File: config.mk
export PLATFORM = sky130hd
export DESIGN_NAME = hazard_stall_ctrl_flat
export DESIGN_NICKNAME = d
export VERILOG_FILES = /design/src/rtl/cpu_ctrl_pkg.sv /design/src/rtl/hazard_stall_ctrl_if.sv /design/src/rtl/sat_counter.sv /design/src/rtl/hazard_stall_ctrl.sv /design/src/flat_wrapper.sv
export SDC_FILE = /design/constraint.sdc
export NUM_CORES = 1
export LEC_CHECK = 0
export CAP_MARGIN = 15
export CORE_MARGIN = 2
export CORE_UTILIZATION = 49
export CTS_CLUSTER_DIAMETER = 60
export CTS_CLUSTER_SIZE = 14
export DETAILED_ROUTE_END_ITERATION = 6
export PLACE_DENSITY = 0.84
export SYNTH_ARGS = -nofsm -noshare
export SYNTH_HDL_FRONTEND = slang
export SYNTH_HIERARCHICAL = 1
export SYNTH_SLANG_ARGS = --single-unit
export TNS_END_PERCENT = 5
File: constraint.sdc
create_clock -name clk -period 2.23 [get_ports clk]
set_input_delay 0.446 -clock clk [delete_from_list [all_inputs] [get_ports clk]]
set_output_delay 0.446 -clock clk [all_outputs]
set_load 0.05 [all_outputs]
File: src/rtl/cpu_ctrl_pkg.sv
// Shared types and default sizes for the pipeline control blocks.
// Latency: n/a (types and constants only).
// Backpressure: n/a.
package cpu_ctrl_pkg;

   // Hazard controller operating states
   typedef enum logic [1:0] {
      RUN      = 2'd0,
      MEM_WAIT = 2'd1,
      ERROR    = 2'd2
   } ctrl_state_t;

   localparam int DEF_REG_W   = 5;
   localparam int DEF_TIMEOUT = 16;
   localparam int DEF_CNT_W   = 32;

endpackage

File: src/rtl/hazard_stall_ctrl_if.sv
// Hazard sources from the pipeline and stall/flush/bubble controls back to it.
// Latency: wires only.
// Backpressure: the control outputs are the backpressure into the pipeline registers.
interface hazard_stall_ctrl_if
   import cpu_ctrl_pkg::*;
#(
   parameter int REG_W = DEF_REG_W
) ();

   logic [REG_W-1:0] id_rs;
   logic [REG_W-1:0] id_rt;
   logic             id_uses_rs;
   logic             id_uses_rt;
   logic             ex_mem_read;
   logic [REG_W-1:0] ex_rd;
   logic             ex_branch_taken;
   logic             mem_req;
   logic             mem_ready;

   logic             pc_stall;
   logic             ifid_stall;
   logic             ifid_flush;
   logic             idex_stall;
   logic             idex_bubble;
   logic             exmem_stall;

   // Pipeline side: reports hazards, obeys controls
   modport master (
      output id_rs, id_rt, id_uses_rs, id_uses_rt, ex_mem_read, ex_rd,
             ex_branch_taken, mem_req, mem_ready,
      input  pc_stall, ifid_stall, ifid_flush, idex_stall, idex_bubble, exmem_stall
   );

   // Controller side
   modport slave (
      input  id_rs, id_rt, id_uses_rs, id_uses_rt, ex_mem_read, ex_rd,
             ex_branch_taken, mem_req, mem_ready,
      output pc_stall, ifid_stall, ifid_flush, idex_stall, idex_bubble, exmem_stall
   );

endinterface

File: src/rtl/sat_counter.sv
// Saturating up-counter: counts cycles with inc high, sticks at all-ones.
// Latency: count reflects inc one clock later.
// Backpressure: none; inc is sampled every cycle.
module sat_counter #(
   parameter int W = 32
) (
   input  logic         clk,
   input  logic         rst_n,
   input  logic         inc,
   output logic [W-1:0] count
);

   // Increment until every bit is set, then hold so the value never wraps
   always_ff @(posedge clk or negedge rst_n) begin
      if (!rst_n) begin
         count <= '0;
      end else if (inc && !(&count)) begin
         count <= count + 1'b1;
      end
   end

endmodule

File: src/rtl/hazard_stall_ctrl.sv
// Pipeline hazard controller: load-use stall, branch flush, memory-wait freeze with sticky timeout.
// Latency: controls are combinational (0 cycles); mem_timeout and statistics are registered.
// Backpressure: freezes PC, IF/ID, ID/EX and EX/MEM while a data access is outstanding or in ERROR.
module hazard_stall_ctrl
   import cpu_ctrl_pkg::*;
#(
   parameter int REG_W   = DEF_REG_W,
   parameter int TIMEOUT = DEF_TIMEOUT,
   parameter int CNT_W   = DEF_CNT_W
) (
   input  logic                clk,
   input  logic                rst_n,
   hazard_stall_ctrl_if.slave  hz,
   output logic                mem_timeout,
   output logic [CNT_W-1:0]    stall_cycles,
   output logic [CNT_W-1:0]    flush_count
);

   localparam int WCW = $clog2(TIMEOUT + 1);
   // Value of the wait counter on the last not-ready cycle before timing out
   localparam logic [WCW-1:0] WAIT_LAST = WCW'(TIMEOUT - 1);

   ctrl_state_t      state, state_nxt;
   logic [WCW-1:0]   wait_cnt, wait_cnt_nxt;

   logic [REG_W-1:0] id_rs, id_rt, ex_rd;
   logic             load_use, mem_busy, freeze;
   logic             pc_stall, ifid_stall, ifid_flush, idex_stall, idex_bubble, exmem_stall;

   assign id_rs = hz.id_rs;
   assign id_rt = hz.id_rt;
   assign ex_rd = hz.ex_rd;

   // R0 is hardwired zero, so a load targeting it never creates a dependency
   assign load_use = hz.ex_mem_read && (ex_rd != '0) &&
                     ((hz.id_uses_rs && (id_rs == ex_rd)) ||
                      (hz.id_uses_rt && (id_rt == ex_rd)));
   assign mem_busy = hz.mem_req && !hz.mem_ready;
   assign freeze   = (state == ERROR) || mem_busy;

   // Control priority: freeze, then branch squash, then load-use interlock
   always_comb begin
      pc_stall    = 1'b0;
      ifid_stall  = 1'b0;
      ifid_flush  = 1'b0;
      idex_stall  = 1'b0;
      idex_bubble = 1'b0;
      exmem_stall = 1'b0;
      if (freeze) begin
         pc_stall    = 1'b1;
         ifid_stall  = 1'b1;
         idex_stall  = 1'b1;
         exmem_stall = 1'b1;
      end else if (hz.ex_branch_taken) begin
         // The ID instruction is squashed, so its load-use dependency is moot
         ifid_flush  = 1'b1;
         idex_bubble = 1'b1;
      end else if (load_use) begin
         pc_stall    = 1'b1;
         ifid_stall  = 1'b1;
         idex_bubble = 1'b1;
      end
   end

   assign hz.pc_stall    = pc_stall;
   assign hz.ifid_stall  = ifid_stall;
   assign hz.ifid_flush  = ifid_flush;
   assign hz.idex_stall  = idex_stall;
   assign hz.idex_bubble = idex_bubble;
   assign hz.exmem_stall = exmem_stall;

   // Next state and wait-counter update; the entering RUN cycle counts as the first low cycle
   always_comb begin
      state_nxt    = state;
      wait_cnt_nxt = wait_cnt;
      unique case (state)
         RUN: begin
            if (mem_busy) begin
               state_nxt    = MEM_WAIT;
               wait_cnt_nxt = WCW'(1);
            end
         end
         MEM_WAIT: begin
            if (!hz.mem_req || hz.mem_ready) begin
               // Completion or abort: release without error
               state_nxt    = RUN;
               wait_cnt_nxt = '0;
            end else if (wait_cnt >= WAIT_LAST) begin
               state_nxt    = ERROR;
               wait_cnt_nxt = wait_cnt + 1'b1;
            end else begin
               wait_cnt_nxt = wait_cnt + 1'b1;
            end
         end
         ERROR: begin
            state_nxt = ERROR;
         end
         default: begin
            state_nxt    = RUN;
            wait_cnt_nxt = '0;
         end
      endcase
   end

   // State register with the error flag kept as a flopped decode of the state
   always_ff @(posedge clk or negedge rst_n) begin
      if (!rst_n) begin
         state       <= RUN;
         wait_cnt    <= '0;
         mem_timeout <= 1'b0;
      end else begin
         state       <= state_nxt;
         wait_cnt    <= wait_cnt_nxt;
         mem_timeout <= (state_nxt == ERROR);
      end
   end

   sat_counter #(.W(CNT_W)) u_stall_cnt (
      .clk   (clk),
      .rst_n (rst_n),
      .inc   (pc_stall),
      .count (stall_cycles)
   );

   sat_counter #(.W(CNT_W)) u_flush_cnt (
      .clk   (clk),
      .rst_n (rst_n),
      .inc   (ifid_flush),
      .count (flush_count)
   );

endmodule

File: src/flat_wrapper.sv
// flat-port wrapper written by rule: the top's interface ports become plain ports
module hazard_stall_ctrl_flat import cpu_ctrl_pkg::*;
#(
   parameter int REG_W   = DEF_REG_W,
   parameter int TIMEOUT = DEF_TIMEOUT,
   parameter int CNT_W   = DEF_CNT_W
)
  (clk, rst_n, mem_timeout, stall_cycles, flush_count, hz_id_rs, hz_id_rt, hz_id_uses_rs, hz_id_uses_rt, hz_ex_mem_read, hz_ex_rd, hz_ex_branch_taken, hz_mem_req, hz_mem_ready, hz_pc_stall, hz_ifid_stall, hz_ifid_flush, hz_idex_stall, hz_idex_bubble, hz_exmem_stall);
  hazard_stall_ctrl_if #(.REG_W(REG_W)) hz_i ();
  input  logic clk;
  input  logic rst_n;
  output logic mem_timeout;
  output logic [CNT_W-1:0] stall_cycles;
  output logic [CNT_W-1:0] flush_count;
  input wire logic [$bits(hz_i.id_rs)-1:0] hz_id_rs;
  input wire logic [$bits(hz_i.id_rt)-1:0] hz_id_rt;
  input wire logic [$bits(hz_i.id_uses_rs)-1:0] hz_id_uses_rs;
  input wire logic [$bits(hz_i.id_uses_rt)-1:0] hz_id_uses_rt;
  input wire logic [$bits(hz_i.ex_mem_read)-1:0] hz_ex_mem_read;
  input wire logic [$bits(hz_i.ex_rd)-1:0] hz_ex_rd;
  input wire logic [$bits(hz_i.ex_branch_taken)-1:0] hz_ex_branch_taken;
  input wire logic [$bits(hz_i.mem_req)-1:0] hz_mem_req;
  input wire logic [$bits(hz_i.mem_ready)-1:0] hz_mem_ready;
  output wire logic [$bits(hz_i.pc_stall)-1:0] hz_pc_stall;
  output wire logic [$bits(hz_i.ifid_stall)-1:0] hz_ifid_stall;
  output wire logic [$bits(hz_i.ifid_flush)-1:0] hz_ifid_flush;
  output wire logic [$bits(hz_i.idex_stall)-1:0] hz_idex_stall;
  output wire logic [$bits(hz_i.idex_bubble)-1:0] hz_idex_bubble;
  output wire logic [$bits(hz_i.exmem_stall)-1:0] hz_exmem_stall;
  assign hz_i.id_rs = hz_id_rs;
  assign hz_i.id_rt = hz_id_rt;
  assign hz_i.id_uses_rs = hz_id_uses_rs;
  assign hz_i.id_uses_rt = hz_id_uses_rt;
  assign hz_i.ex_mem_read = hz_ex_mem_read;
  assign hz_i.ex_rd = hz_ex_rd;
  assign hz_i.ex_branch_taken = hz_ex_branch_taken;
  assign hz_i.mem_req = hz_mem_req;
  assign hz_i.mem_ready = hz_mem_ready;
  assign hz_pc_stall = hz_i.pc_stall;
  assign hz_ifid_stall = hz_i.ifid_stall;
  assign hz_ifid_flush = hz_i.ifid_flush;
  assign hz_idex_stall = hz_i.idex_stall;
  assign hz_idex_bubble = hz_i.idex_bubble;
  assign hz_exmem_stall = hz_i.exmem_stall;
  hazard_stall_ctrl #(.REG_W(REG_W), .TIMEOUT(TIMEOUT), .CNT_W(CNT_W)) u_core (.clk(clk), .rst_n(rst_n), .hz(hz_i), .mem_timeout(mem_timeout), .stall_cycles(stall_cycles), .flush_count(flush_count));
endmodule
==> flow_summary.toml <==
[critical_path]
path_delay_family = "compound AO/OA/AOI/OAI gates"
crit_buf_inv = 2
r2r_slack_ns = 0.19
cp-start-kind = "input port"
criticalPathCategory = "input port to register"
slowest_stage = "clkdlybuf4s50_1"
r2r_cells = 10
crit_path_max_incr_delay_ns = 0.47
critPathMaxFanout = 4
cp.depth = 9
worstPathArrival_ns = 2.67
crit_chain = "clkdlybuf4s50_1 > xnor2_1 > a32oi_2 > o31ai_4 > and3_4 > nand4b_1 > a41o_2 > buf_6 > xnor2_2"
cp.required_ns = 2.44
critPathCaptureType = "register"

[place]
portBuffers = 93
dp_slack_ns = -0.9395
hpwl_mm = 6.572
place_congestion = 0.8670

[logic_synthesis]
syn_nets = 368
netlist_instances = 341
synth_ff_type = "dfrtp_1"
ys_seq_elements = 72
avgSynthCellArea_um2 = 10.77
synth_area_um2 = 3671
yosys.area.top_type = "dfrtp_1"
synth_async_sr_flop_share_pct = 100.0
synth_edf_count = 0
yosys-top-cells-count = "dfrtp_1 (72), xnor2_1 (48), nand3_1 (32)"
synth_top_area_share_pct = 49.08
ys.warnings.count = 6
synth.distinct_cells = 53
yosysMostFrequentCell = "dfrtp_1"
synth.area.top_cells = "dfrtp_1 (49%), xnor2_1 (11%), nand3_1 (4.4%), xor2_1 (4.3%), nand4_1 (3.6%)"
ys_seq_area_share_pct = 49.08

[run_status]
violations = "setup timing"
status = "complete, but fails checks"

[timing]
finalCriticalPeriod_ns = 2.459
finClkSkew_ns = 0.01205
fmax_ghz = 0.4067
worst_pin_slew_ns = 0.7169
setup_viol = 25
worst_slack_ns = -0.2289
hold_viol_final = 0
maxSlewHeadroom_pct = 51.84
fin_crit_sh_pct = 110.3
rsz0062_at_grt = "yes"
hold_slack_ns = 0.07554
finalSetupTns_ns = -4.002
maxSlewViolCount = 0

[global_routing]
grt-ovfl-total = 0
grt_usage_pct = 23.09
grt_max_degree = 33
grt_pass1_wl_mm = 15.44
antenna_found_initial = 0
grt_pass1_vias = 3178

[final_layout]
layout-drive-gt1-share_pct = 22.22
utilization_pct = 73.92
n_antenna_cell = 0
nets = 499
syn_to_final_growth_pct = 46.05

[cts]
cts_max_level = 3
cts_made_buffers = 9
clockBufferDepth = 2
clock_latency_ns = 0.34
cts_sinks = 72
cts_tree = "done"
root_buffer = "clkbuf_8"
clkTransAtPathRegs_ns = 0.08

[detailed_routing]
drt_pass1_iterations = 4
drt-initial-drc-count = 145
routedWlPerCell_um = 16.31
antenna_left = 0
wl_mm = 9.396
vias_per_cell = 5.448
drc = 0
vias = 3138

[power_and_ir_drop]
power_density_nw_per_um2 = 717.6
ir_drop_mv = 0.9919
leakage_nw = 2.290
power_mw = 3.848

[floorplanning]
rows = 31
die_x_um = 90.56
io-pin-count = 94
die_h_um = 90.56
start_util_pct = 50.61
core_um2 = 7253
die_area_um2 = 8200

[min_path]
min_path_type = "input port to asynchronous set/reset pin"

[job]
cap_violations = 0
[cells in the final DEF (no fill, tap or decap), drive strengths merged, types with 6 or more instances in the layout]
cell / count
clkdlybuf4s50: 72
dfrtp: 72
xnor2: 48
buf: 44
nand3: 33
nand2: 28
nand4: 23
nor2: 18
xor2: 18
and3: 17
clkbuf: 13
o21ai: 8
a21oi: 7
and4: 6
nor3: 6
and2: 6
[state kept, by name (all words and copies together) (netlist names)]
register                  count
u_core/u_stall_cnt/count     32
u_core/u_flush_cnt/count     32
u_core/mem_timeout            1
u_core/wait_cnt               5
u_core/state                  2
[power breakdown]
part           total, mW  switching, mW  internal, mW  leakage, nW
Combinational       1.09          0.658         0.430         1.19
Sequential          1.58          0.158          1.42        0.979
Clock               1.18          0.491         0.690        0.119
Total               3.85           1.31          2.54         2.29
[final timing paths]
kind	startpoint	end
setup / recovery	hz_id_rt[3]	u_core/u_stall_cnt/count[9]
hold / removal	rst_n	u_core/u_stall_cnt/count[29]
setup reg to reg	u_core/state[1]	u_core/u_flush_cnt/count[21]
hold reg to reg	u_core/u_stall_cnt/count[15]	u_core/u_stall_cnt/count[15]
max in group asynchronous	rst_n	u_core/u_flush_cnt/count[1]
min in group clk	u_core/u_stall_cnt/count[15]	u_core/u_stall_cnt/count[15]
[logic make-up (layout without fill, tap and decap cells)]
family	Yosys count	in the layout	share of synthesized area [%]
AOI/OAI and AO/OA	31	31	6.169
xor gates and xnor gates	66	66	15.75
adders and majority gates	4	4	1.363
buffers and inverters	7	143	0.9202
DFF	72	72	49.08
muxes	4	4	1.295
and+or+nand+nor	157	157	25.43
[final cells by class]
class | instances | area [um^2]
multi-input cells | 262 | 1973
fillers | 481 | 1892
flip-flops and latches | 72 | 1802
repair buffers | 122 | 1214
clock buffers | 11 | 151.4
well taps | 99 | 123.9
clock inverters | 5 | 78.83
inverters | 5 | 18.77
[routing by layer]
layer / part of all wire [%] / global-route usage (%)
met5: 0 / 0
met4: 2.5 / 9.487
met3: 4.2 / 4.591
met2: 51 / 38.50
met1: 43 / 29.46
[stage by stage]
step	cell area, um^2	cells
floorplan	3710	341
CTS	5286	574
global route	5361	576
global placement	4990	554
detailed placement	4990	554
finish	5361	576
[repair_timing]
| item | in CTS | in global routing |
|---|---|---|
| resized for setup | 58 | 20 |
| endpoints found under the hold margin | 0 | 0 |
| setup endpoints to repair | 32 | 33 |
| pin swaps | 27 | 19 |
| hold buffers | 0 | 0 |
| setup buffers | 4 | 2 |
(Power assumes the default switching activity.)
==> RTL change: new RTL, same settings <==
The output `mem_timeout` loses its register stage (`mem_timeout` becomes a continuous assignment). Comments in the files are not updated.
--- a/src/rtl/hazard_stall_ctrl.sv
+++ b/src/rtl/hazard_stall_ctrl.sv
@@ -109,3 +109,2 @@
          wait_cnt    <= '0;
-         mem_timeout <= 1'b0;
       end else begin
@@ -113,5 +112,6 @@
          wait_cnt    <= wait_cnt_nxt;
-         mem_timeout <= (state_nxt == ERROR);
       end
    end
+
+   assign mem_timeout = (state_nxt == ERROR);
 
Formal check against the unedited RTL: no difference found for any inputs over 10 cycles, from zero or initial values and one cycle with rst_n low; that may be too few to reach the edited logic, so the function may still have changed.
==> RTL change against the unedited design <==
The flow still finishes with violations (negative setup slack); final area is 1.3% lower; sequential share of layout area barely moved; hold slack better by 31 ps; setup slack better by 130 ps; synthesized area shrank 0.24%; clock power down 25%; routed wire length rose by 0.71%; sequential cell count down 1; total power shrank 8.3%; largest cell class unchanged; highest routed layer unchanged.
==> RTL change: results (changes against the unedited design) <==
| Metric | Value |
|---|---|
| Finish-stage setup viols | `22 (-12%)` |
| Number of fillers in the final layout | `518 (+7.7%)` |
| Reg2Reg Setup Slack | `40 ps (-150 ps)` |
| Crit path setup slack, layout | `-99.1 ps (+130 ps)` |
| First-pass GRT wire length | `15.9 mm (+3.1%)` |
| Routed len/inst | `16.3 um (-0.33%)` |
| Pin count of the biggest net entering global routing | `72 (+120%)` |
| Worst-case vdd ir drop | `619 uV (-38%)` |
| First-iteration detailed-routing DRC count | `107 (-26%)` |
| Number of optimization iterations in the first detailed-route pass | `7 (+3)` |
| Final hold slack | `107 ps (+31.3 ps)` |
| Final Net Count | `505 (+1.2%)` |
| Status | `finished with violations` |
| Leading post-synthesis cells by instance count | `71 x sky130_fd_sc_hd__dfrtp_1, 48 x sky130_fd_sc_hd__xnor2_1, 35 x sky130_fd_sc_hd__nand3_1` |
| Sequential share of the synthesized area | `0.485 (-0.00566)` |
| Vias in the first global route | `3445 (+8.4%)` |
| Library cell contributing the largest single delay on the critical path | `sky130_fd_sc_hd__nor4_2` |
| Final RePlAce weighted congestion | `0.831 (-4.2%)` |
| Net switching power of the design | `0.00130 W (-0.38%)` |
| Synth unique cells | `54 (+1.9%)` |
| Family with the most delay on the worst path | `simple AND/OR/NAND/NOR gates` |
| Violations in the final reports | `negative setup slack` |
| Fraction of layout instances using a drive strength above 1 | `0.224 (+0.00138)` |
| Detailed placement HPWL | `6.84 mm (+4.1%)` |
| Transition time at the pin with the least slew margin | `523 ps (-194 ps)` |
-- RTL change: changes by cell type in the layout (fill, tap and decap cells not counted), sizes merged, moves of 3 or more --
cell	change
clkinv	+3
nand3	+3
clkbuf	-3
buf	+8
clkdlybuf4s50	-3
-- RTL change: metal layers --
metal / vias up / routed length, um / part of all wire / global-route usage
met5: - / 0 / 0 / 0
met2: 107 / 5140 / 0.54 / 0.430
li1: 1503 / - / - / -
met4: 0 / 151 / 0.016 / 0.0846
met1: 1617 / 3620 / 0.38 / 0.274
met3: 14 / 546 / 0.058 / 0.0718
-- RTL change: worst paths after layout --
path | from | end | depth (start not counted)
hold / removal | rst_n | u_core/u_stall_cnt/count[9] | 2
min in group clk | u_core/u_stall_cnt/count[29] | u_core/u_stall_cnt/count[29] | 1
hold reg to reg | u_core/u_stall_cnt/count[29] | u_core/u_stall_cnt/count[29] | 1
setup / recovery | hz_id_rt[2] | u_core/u_stall_cnt/count[12] | 11
max in group asynchronous | rst_n | u_core/u_flush_cnt/count[8] | 2
setup reg to reg | u_core/state[1] | u_core/u_flush_cnt/count[27] | 10
-- RTL change: power groups by stage --
stage          clock [W]  sequential (W)  combinational (W)
2_1_floorplan          0         0.00194           0.000262
3_3_place_gp           0         0.00158            0.00104
3_5_place_dp           0         0.00158            0.00107
4_1_cts         0.000906         0.00156            0.00108
5_1_grt         0.000972         0.00159            0.00114
6_report        0.000888         0.00156            0.00108
-- RTL change: metrics by stage --
step	worst slack, ps	std cells	cell area, sq um	setup TNS (ps)
6_report	-99.1	582	5290	-879
5_1_grt	-197	582	5290	-3810
4_1_cts	-61.6	581	5270	-456
3_5_place_dp	-934	560	5020	-29890
3_3_place_gp	-851	560	5020	-25980
2_1_floorplan	-694	343	3700	-19970
-- RTL change: logic make-up after synthesis --
family          Yosys count  synth area share
compound gates           31            0.0622
buf+inv                   8            0.0106
flops                    71             0.485
mux                       4            0.0130
xor+xnor                 66             0.158
simple gates            159             0.258
fa+ha+maj                 4            0.0137
-- RTL change: cell type report --
| type | count | share of cell area |
|---|---|---|
| Clock inverter | 6 | 0.00709 |
| Sequential cell | 71 | 0.336 |
| Inverter | 5 | 0.00355 |
| Tap cell | 99 | 0.0234 |
| Clock buffer | 10 | 0.0241 |
| Timing Repair Buffer | 127 | 0.235 |
| Multi-Input combinational cell | 264 | 0.371 |
-- RTL change: repair_timing --
item,in CTS,in global routing
setup endpoints to repair,33,42
buffers inserted,6,1
resized for setup,68,5
pin swaps,32,3
hold endpoints to repair,0,0
